### config.mk
export PLATFORM = sky130hd
export DESIGN_NAME = vram_arbiter
export DESIGN_NICKNAME = d
export VERILOG_FILES = /design/src/rtl/vram_arbiter.sv
export SDC_FILE = /design/constraint.sdc
export NUM_CORES = 1
export LEC_CHECK = 0
export CAP_MARGIN = 20
export CORE_MARGIN = 2
export CORE_UTILIZATION = 41
export DETAILED_ROUTE_END_ITERATION = 10
export GPL_ROUTABILITY_DRIVEN = 0
export MAX_ROUTING_LAYER = met4
export PLACE_DENSITY_LB_ADDON = 0.08
export RECOVER_POWER = 25
export SLEW_MARGIN = 20
export SYNTH_ARGS = -nofsm -noshare
export SYNTH_HDL_FRONTEND = slang
export SYNTH_SLANG_ARGS = --single-unit
### constraint.sdc
create_clock -name clk_sys -period 2.75 [get_ports clk_sys]
set_input_delay 0.275 -clock clk_sys [delete_from_list [all_inputs] [get_ports clk_sys]]
set_output_delay 0.275 -clock clk_sys [all_outputs]
set_load 0.01 [all_outputs]
### src/rtl/vram_arbiter.sv
// Shares one single-port 32 KB screen RAM between video fetch (absolute priority), CPU and loader.
// Latency: grant at sampling edge E, RAM access at E+1, data/ack/valid registered at E+2.
// Backpressure: video is never stalled; CPU/loader hold req until a one-cycle ack, one access in flight each.
module vram_arbiter #(
    parameter logic [3:0] STARVE_LIMIT = 4'd8
) (
    input  logic        clk_sys,
    input  logic        reset,
    input  logic        vid_req,
    input  logic [14:0] vid_addr,
    output logic [7:0]  vid_dout,
    output logic        vid_valid,
    input  logic        cpu_req,
    input  logic        cpu_we,
    input  logic [14:0] cpu_addr,
    input  logic [7:0]  cpu_din,
    output logic [7:0]  cpu_dout,
    output logic        cpu_ack,
    input  logic        ldr_req,
    input  logic        ldr_we,
    input  logic [14:0] ldr_addr,
    input  logic [7:0]  ldr_din,
    output logic [7:0]  ldr_dout,
    output logic        ldr_ack,
    output logic [14:0] ram_addr,
    output logic [7:0]  ram_din,
    output logic        ram_we,
    input  logic [7:0]  ram_dout
);

    typedef enum logic [1:0] {
        OWN_IDLE = 2'd0,
        OWN_VID  = 2'd1,
        OWN_CPU  = 2'd2,
        OWN_LDR  = 2'd3
    } owner_t;

    owner_t      grant;
    owner_t      s1_owner;
    owner_t      s2_owner;
    logic        s2_we;
    logic        cpu_pend;
    logic        ldr_pend;
    logic [3:0]  ldr_wait;
    logic        cpu_elig;
    logic        ldr_elig;
    logic        ldr_first;

    // A requester is blocked while its access is in flight and during its ack cycle.
    assign cpu_elig  = cpu_req & ~cpu_pend & ~cpu_ack;
    assign ldr_elig  = ldr_req & ~ldr_pend & ~ldr_ack;
    assign ldr_first = (ldr_wait == STARVE_LIMIT);

    // Pick this slot's owner: video first, then CPU unless the loader has starved long enough.
    always_comb begin
        grant = OWN_IDLE;
        if (vid_req) begin
            grant = OWN_VID;
        end else if (cpu_elig && ldr_elig) begin
            grant = ldr_first ? OWN_LDR : OWN_CPU;
        end else if (cpu_elig) begin
            grant = OWN_CPU;
        end else if (ldr_elig) begin
            grant = OWN_LDR;
        end
    end

    // Stage 1: drive the RAM port for the granted owner; address/data hold when idle.
    always_ff @(posedge clk_sys or posedge reset) begin
        if (reset) begin
            ram_addr <= '0;
            ram_din  <= '0;
            ram_we   <= 1'b0;
            s1_owner <= OWN_IDLE;
        end else begin
            s1_owner <= grant;
            ram_we   <= 1'b0;
            case (grant)
                OWN_VID: begin
                    ram_addr <= vid_addr;
                end
                OWN_CPU: begin
                    ram_addr <= cpu_addr;
                    ram_din  <= cpu_din;
                    ram_we   <= cpu_we;
                end
                OWN_LDR: begin
                    ram_addr <= ldr_addr;
                    ram_din  <= ldr_din;
                    ram_we   <= ldr_we;
                end
                default: ;
            endcase
        end
    end

    // Stage 2: carry the owner and direction while the RAM produces read data.
    always_ff @(posedge clk_sys or posedge reset) begin
        if (reset) begin
            s2_owner <= OWN_IDLE;
            s2_we    <= 1'b0;
        end else begin
            s2_owner <= s1_owner;
            s2_we    <= ram_we;
        end
    end

    // Return stage: pulse the owner's ack/valid and capture read data (writes leave dout alone).
    always_ff @(posedge clk_sys or posedge reset) begin
        if (reset) begin
            vid_valid <= 1'b0;
            cpu_ack   <= 1'b0;
            ldr_ack   <= 1'b0;
            vid_dout  <= '0;
            cpu_dout  <= '0;
            ldr_dout  <= '0;
        end else begin
            vid_valid <= (s2_owner == OWN_VID);
            cpu_ack   <= (s2_owner == OWN_CPU);
            ldr_ack   <= (s2_owner == OWN_LDR);
            if (s2_owner == OWN_VID) begin
                vid_dout <= ram_dout;
            end
            if (s2_owner == OWN_CPU && !s2_we) begin
                cpu_dout <= ram_dout;
            end
            if (s2_owner == OWN_LDR && !s2_we) begin
                ldr_dout <= ram_dout;
            end
        end
    end

    // In-flight flags: set on grant, cleared on the edge that raises the ack.
    always_ff @(posedge clk_sys or posedge reset) begin
        if (reset) begin
            cpu_pend <= 1'b0;
            ldr_pend <= 1'b0;
        end else begin
            if (grant == OWN_CPU) begin
                cpu_pend <= 1'b1;
            end else if (s2_owner == OWN_CPU) begin
                cpu_pend <= 1'b0;
            end
            if (grant == OWN_LDR) begin
                ldr_pend <= 1'b1;
            end else if (s2_owner == OWN_LDR) begin
                ldr_pend <= 1'b0;
            end
        end
    end

    // Count CPU wins over a waiting loader; any loader grant restarts the count.
    always_ff @(posedge clk_sys or posedge reset) begin
        if (reset) begin
            ldr_wait <= '0;
        end else if (grant == OWN_LDR) begin
            ldr_wait <= '0;
        end else if (grant == OWN_CPU && ldr_elig && ldr_wait != STARVE_LIMIT) begin
            ldr_wait <= ldr_wait + 4'd1;
        end
    end

endmodule

# == Word-level counts from Yosys, hierarchy flattened ==
# Cells that the tools add are included.
# op_classes
n_addsub,1
multipliers,0
div,0
order_cmp,0
n_eq_ne,8
n_shift,0
mux,14
bitwise_logic,8
n_reduce_logical,11
# op_table
operator,count
$pmux 15 s3,1
$pmux 8 s2,1
$eq 2x2->1 const B,4
$mux 2,4
$mux 4,2
$reduce_bool 2->1,4
$logic_and 1x1->1,5
$mux 1,5
$add 4x1->4 const B,1
$and 1x1->1,4
$eq 2x1->1 const B,2
$eq 4x4->1 const B,1
$ne 4x4->1 const B,1
$not 1->1,4
$reduce_bool 3->1,1
$pmux 1 s2,1
$logic_not 1->1,1
# word_totals
reg_bits,62
latchBits,0
ram_bits,0
mem_bits_ro,0
output_inout_bits,51
elab_cells,57
mem_count,0

# == Depth between registers and ports, before layout ==
# Gate-level depths: netlist of run 1.
# logic_depth
word_depth,12
ltp_mapped,8
ltp_nobuf,6

# == Least setup slack after synthesis of run 1 ==
# Ideal clock, no wire load.
# synth_timing
path_kind,reg-to-reg
start,register cpu_ack
end,register ram_din[3]
setup_ns,0.127
arrival_ns,1.799
t_required_ns,2.623
slack_ns,0.824
path_stages_with_launch,8
path_cell_list,dfrtp_1 > or4b_4 > buf_6 > o21a_1 > buf_6 > buf_6 > a222oi_1 > inv_1
# synth_between
elab_chain_cells,7
elab_cells_between_ends,10
cone_classes,2 x eq/ne; 4 x mux; 2 x bitwise; 2 x reduce/logical
# synth_lines
item,line,rtl
from (decl),18,"output logic cpu_ack,"
from (signal assigned),119,cpu_ack <= (s2_owner == OWN_CPU);
$not 1->1 *,50,assign cpu_elig = cpu_req & ~cpu_pend & ~cpu_ack;
$and 1x1->1 *,50,
$mux 2 or $logic_and 1x1->1 (tied branches),"61, 59",
$mux 2 *,59,end else if (cpu_elig && ldr_elig) begin
$mux 2 *,57,if (vid_req) begin
$eq 2x2->1,78,case (grant)
$pmux 8 s2 or $reduce_bool 2->1 (tied branches),n/a,
to (signal assigned),84,ram_din <= cpu_din;
to (signal assigned),89,ram_din <= ldr_din;
to (decl),26,"output logic [7:0] ram_din,"
# Mark *: on every way between the ends. The rest lies on a longest branch, timed or not.
# A chain may end at the register's enable or synchronous reset.

# == Worst setup path in the final report of run 1 ==
# layout_timing
start,register cpu_pend
end,register ram_addr[13]
# layout_between
elab_chain_cells,8
elab_cells_between_ends,12
cone_classes,3 x eq/ne; 4 x mux; 3 x bitwise; 2 x reduce/logical
# layout_lines
item,line,rtl
from (decl),42,logic cpu_pend;
from (signal assigned),136,cpu_pend <= 1'b0;
from (signal assigned),140,cpu_pend <= 1'b1;
from (signal assigned),142,cpu_pend <= 1'b0;
$not 1->1 *,50,
$and 1x1->1 * (2 in a row),50,
$mux 2 or $logic_and 1x1->1 (tied branches),"61, 59",
$mux 2 *,59,
$mux 2 *,57,
$eq 2x2->1 or $eq 2x1->1 (tied branches),78,
$pmux 15 s3 or $reduce_bool 3->1 (tied branches),n/a,
to (signal assigned),80,ram_addr <= vid_addr;
to (signal assigned),83,ram_addr <= cpu_addr;
to (signal assigned),88,ram_addr <= ldr_addr;
to (decl),25,"output logic [14:0] ram_addr,"
# Marks and branches as above.

==> flow_summary.ini, run 1 <==
[clock_tree]
clk_pin_slew_ps = 70
numCtsBuffers = 9
h-tree-depth = 3
cts_buffer_depth = 2
postCtsSetupRepairBufs = 0
cts_sinks = 62
hold_buffers = 0
clock_latency_ps = 330
cts_tree = built
root_buffer = clkbuf_8
cts_resized = 0

[critical_path]
r2r.worst_path.cells = 4
crit_buf_inv = 0
end_kind = register
cp-start-kind = register
rr_startpoint = cpu_pend
critPathTopFamily = compound AO/OA/AOI/OAI gates
max_stage_delay_ps = 680
crit_type = register to register
path_max_fanout = 18
reg2reg_to = ram_addr[13]
path_depth = 4
rrSetupSlack_ps = 670
path_cells = or4b_4 -> o22ai_2 -> o21ai_0 -> a21oi_1
slowest_stage = or4b_4
crit_start = cpu_pend
crit_required_ps = 3000
worstPathArrival_ps = 2330

[power_and_ir_drop]
ir_drop_uv = 520.7
combPwrFrac_pct = 40.2
power_uw = 3746
p_int_uw = 2590
leakage_uw = 0.001758
sw_frac_of_total_pct = 30.87
switchingPower_uw = 1156
pwr-share-clk_pct = 20.9
pwr-share-seq_pct = 38.8
power.density_mw_per_mm2 = 895.3

[cells_and_area]
fillCellCount = 501
drive_gt1_share_pct = 15.63
layout.cells.most_common = clkdlybuf4s50_1
nets = 425
postLayoutCellArea_mm2 = 0.004184
synthToLayoutAreaGrowth_pct = 58.26
final_cell_mix = clkdlybuf4s50_1 (125), dfrtp_1 (62), mux2_2 (24)
antennaDiodeCount = 0

[status]
status = complete, no violations

[global_routing]
antenna_found_initial = 0
grt_pass1_wl_mm = 11.41
grt_usage_pct = 20.86
grt_max_degree = 36
grt_remaining_overflow = 0
grt_pass1_vias = 2206

[logic_synthesis]
yosysTopAreaCellShare_pct = 58.68
synth_largest_area_cell = dfrtp_1
ys_top_cells_by_area = dfrtp_1 (59%), mux2_2 (10%), a22oi_1 (4.3%)
synth-xor-area-share_pct = 0.6626
synthAdderAreaFrac_pct = 0.9465
ys_types = 31
synth-seq-area-share_pct = 58.68
synth_fp_nets = 293
synthMuxAreaShare_pct = 10.22
syn_avg_cell_area_um2 = 12.30
netlist_area_mm2 = 0.002644
synth_top_family_by_area = compound AO/OA/AOI/OAI gates
synth-simple-area-share_pct = 8.471
yosys_warnings = 0
synth_compound_gate_area_share_pct = 15.52
synthCells = 215
ys_seq_elements = 62

[place]
portBuffers = 126
dpl.hpwl_mm = 4.940
placed_area_mm2 = 0.004001

[timing]
fin_crit_sh_pct = 75.54
drv_slew = 0
finalHoldViolCount = 0
max_slew_margin_pct = 30.91
min_period_ps = 2077
setup_violations = 0
final.setup.tns_ps = 0
fin_skew_ps = 4.892
worst_pin_slew_ps = 1035
fmax_mhz = 481.4
grt_setup_unrepaired = false

[die]
num_io_pins = 127
die_x_um = 84.30
die_area_mm2 = 0.007106
fp-row-count = 29
initial_core_util_pct = 42.12
core_area_mm2 = 0.006277
fp.dieH_um = 84.30

[flow_run]
timing.max_cap.violations = 0

[min_path]
hold_path_end = s2_owner[0]
worstHoldPathType = register to register
hp-start = s1_owner[0]
hold-path-cell-count = 0

[routing]
ant_nets = 0
routedWlPerCell_um = 16.09
vias = 2214
drt_iter0_drc = 153
routed_wl_mm = 6.901
drtPass1Iterations = 4
vias_per_cell = 5.161
drc = 0
-- power by group through the flow --
stage	clock network, uW	logic [uW]	registers, uW
global route	854	1630	1500
finish	784	1510	1450
global placement	0	1500	1460
detailed placement	0	1530	1470
CTS	810	1530	1460
floorplan	0	527	1600
-- metal layers --
layer	wire (um)	track usage [%]	share of wire [%]	vias to the layer above
li1	-	-	-	1063
met3	494	4.621	7.2	10
met4	97	6.598	1.4	0
met5	0	-	0	-
met1	3152	29.08	46	1049
met2	3156	30.59	46	92
-- kinds of logic after synthesis --
family	after synthesis
compound gates	61
xor+xnor	2
fa+ha+maj	2
buf+inv	30
flops	62
mux	24
simple gates	34
-- worst reg2reg max path: stages (launching register included) --
cell     delay, ps
dfrtp_1        420
or4b_4         680
o22ai_2        520
o21ai_0        200
a21oi_1        180
-- registers in the layout, summed over array words and instances, names as in the netlist --
name and count:
cpu_ack 1, ram_din 8, ldr_wait 4, vid_dout 8, cpu_dout 8, vid_valid 1
cpu_pend 1, ldr_dout 8, s2_owner 2, ram_addr 15, s1_owner 2, ram_we 1
ldr_ack 1, ldr_pend 1, s2_we 1
-- cell usage after synthesis, drive strengths merged --
cell type and number:
dfrtp 62, mux2 24, o21ai 17, inv 16, a21oi 15, a22oi 15, nor4 15, clkbuf 9
a222oi 8, buf 5, nor2 5, nand2b 4, ha 2, nand3 2, nor4b 2, o22ai 2
xor2 2, a2111oi 1, a21o 1, a22o 1, and2 1, and3b 1, nand2 1, nand4 1
nor3b 1, o21a 1, or4b 1
-- worst max-delay path by stage --
stage	to	slack [ps]
detailed placement	ram_addr[13]	410
global route	ram_addr[7]	270
global placement	ram_addr[1]	470
finish	ram_addr[13]	670
floorplan	ram_din[3]	820
CTS	ram_din[2]	670
-- through the flow --
stage / setup slack (ps) / hold slack, ps / instances / util, %
after floorplan: 823.9 / 331.2 / 215 / -
after global placement: 472.4 / 332.2 / 413 / 63.74
after detailed placement: 410.1 / 336.3 / 413 / 63.74
after CTS: 668.1 / 343.2 / 429 / 66.89
after global routing: 273.3 / 370.3 / 429 / 66.65
final: 672.5 / 356.7 / 429 / 66.65
-- area by class of cell --
| cell class | instances | area [um2] | area share (%) |
|---|---|---|---|
| sequential | 62 | 1551 | 37.08 |
| clock buffer | 9 | 123.9 | 2.961 |
| multi-input combinational | 123 | 952.2 | 22.76 |
| timing repair buffer | 135 | 1326 | 31.70 |
| inverter | 16 | 60.06 | 1.435 |
| tap | 77 | 96.34 | 2.303 |
| clock inverter | 7 | 73.82 | 1.764 |
Note: power is estimated with default switching activity, not from simulation.
==> inputs of run 2 (changes only) <==
Clock period 2.75 ns to 2.1 ns, I/O delays scaled along.
==> flow_summary.ini, run 2 (same netlist as run 1, synthesis figures left out) <==
[cells_and_area]
drive_gt1_share_pct = 16.76
largest_register_ffs = 15
final_cell_mix = clkdlybuf4s50_1 (125), dfrtp_1 (62), mux2_2 (24)
nets = 431
seqCellArea_mm2 = 0.001551
multi_input_area_um2 = 952.2
synthToLayoutAreaGrowth_pct = 61.05
layout.cells.most_common = clkdlybuf4s50_1
top_register = ram_addr
fillCellCount = 516
antennaDiodeCount = 0

[global_routing]
grt_usage_pct = 20.69
grt_pass1_wl_mm = 11.33
grt_max_degree = 34
antenna_found_initial = 0
grt_pass1_vias = 2294
grt_remaining_overflow = 0

[timing]
grt_setup_unrepaired = false
finalHoldViolCount = 0
setup_violations = 0
hold_slack_ps = 357.6
fmax_mhz = 532.0
setup_slack_ps = 220.3
fin_crit_sh_pct = 89.51
worst_pin_slew_ps = 853.6
fin_skew_ps = 12.16
min_period_ps = 1880
max_slew_margin_pct = 43.03
drv_slew = 0
final.setup.tns_ps = 0

[power_and_ir_drop]
pwr-share-seq_pct = 38.0
sw_frac_of_total_pct = 29.73
ir_drop_uv = 712.1
leakage_uw = 0.001810
switchingPower_uw = 1496
pwr-share-clk_pct = 22.4
combPwrFrac_pct = 39.7
power.density_mw_per_mm2 = 1182
p_int_uw = 3536

[critical_path]
end_kind = register
cp-start-kind = register
crit_buf_inv = 2
crit_required_ps = 2310
worstPathArrival_ps = 2080
max_stage_delay_ps = 550
r2r.worst_path.cells = 5
path_max_fanout = 9
path_cells = or4b_4 -> o21a_1 -> buf_4 -> a222oi_1 -> inv_1
crit_type = register to register
slowest_stage = or4b_4
path_depth = 5
critPathTopFamily = compound AO/OA/AOI/OAI gates

[clock_tree]
numCtsBuffers = 9
cts_tree = built
h-tree-depth = 3
cts_resized = 0
clock_latency_ps = 330
postCtsSetupRepairBufs = 0
clk_pin_slew_ps = 70
cts_buffer_depth = 2
cts_sinks = 62
root_buffer = clkbuf_8
hold_buffers = 0

[routing]
routed_wl_mm = 6.901
vias_per_cell = 5.246
drc = 0
ant_nets = 0
wl_met3_um = 503
highest_layer = met4
drt_iter0_drc = 113
wl_met2_mm = 3.190
wl_met1_mm = 3.135
routedWlPerCell_um = 15.86
drtPass1Iterations = 5
vias = 2282

[die]
fp-row-count = 29
die_area_mm2 = 0.007106
initial_core_util_pct = 42.12
die_x_um = 84.30
num_io_pins = 127
core_area_mm2 = 0.006277
fp.dieH_um = 84.30

[place]
post-place-ws_ps = 11.31
portBuffers = 126
dpl.hpwl_mm = 5.089

[min_path]
hold-path-cell-count = 0
worstHoldPathType = register to register

[status]
status = complete, no violations

[flow_run]
timing.max_cap.violations = 0
==> run 2: cell count changes in the layout (fill, tap and decap cells not counted) <==
cell,delta
buf_4,+5
clkinvlp_4,-3
buf_12,+1
bufinv_16,+1
clkbuf_1,+1
clkinv_2,+1
clkinv_4,+1
inv_6,-1
==> run 2: final timing paths <==
check	end	from	slack, ps
max	ram_din[2]	cpu_pend	220
min	s2_owner[0]	s1_owner[0]	360
max reg2reg	ram_din[2]	cpu_pend	220
min reg2reg	s2_owner[0]	s1_owner[0]	360
max in group asynchronous	ldr_dout[2]	reset	550
min in group asynchronous	ram_addr[3]	reset	490
==> run 2: power by group through the flow <==
stage,Combinational (uW),Clock (uW),Sequential [uW]
2_1_floorplan,690,0,2090
3_3_place_gp,1990,0,1920
3_5_place_dp,2020,0,1930
4_1_cts,2030,1160,1910
5_1_grt,2150,1220,1980
6_report,2000,1130,1910
==> run 2: area by class of cell <==
class,instances,share of cell area (%)
timing repair buffer,141,32.50
tap,77,2.263
clock buffer,10,2.997
clock inverter,6,2.028
inverter,16,1.411
multi-input combinational,123,22.36
sequential,62,36.44
==> run 2: per-stage QoR <==
step | utilization (%) | instance area [um2] | instances | total power, uW
CTS | 68.07 | 4273 | 435 | 5103
detailed placement | 64.66 | 4059 | 419 | 3955
global route | 67.83 | 4258 | 435 | 5348
global placement | 64.66 | 4059 | 419 | 3906
floorplan | - | 2644 | 215 | 2781
finish | 67.83 | 4258 | 435 | 5032
==> run 2: layer usage <==
metal / global-route usage, % / up-vias
met4: 7.331 / 0
met3: 5.113 / 7
met2: 30.38 / 96
met1: 28.11 / 1104
li1: - / 1075
met5: - / -
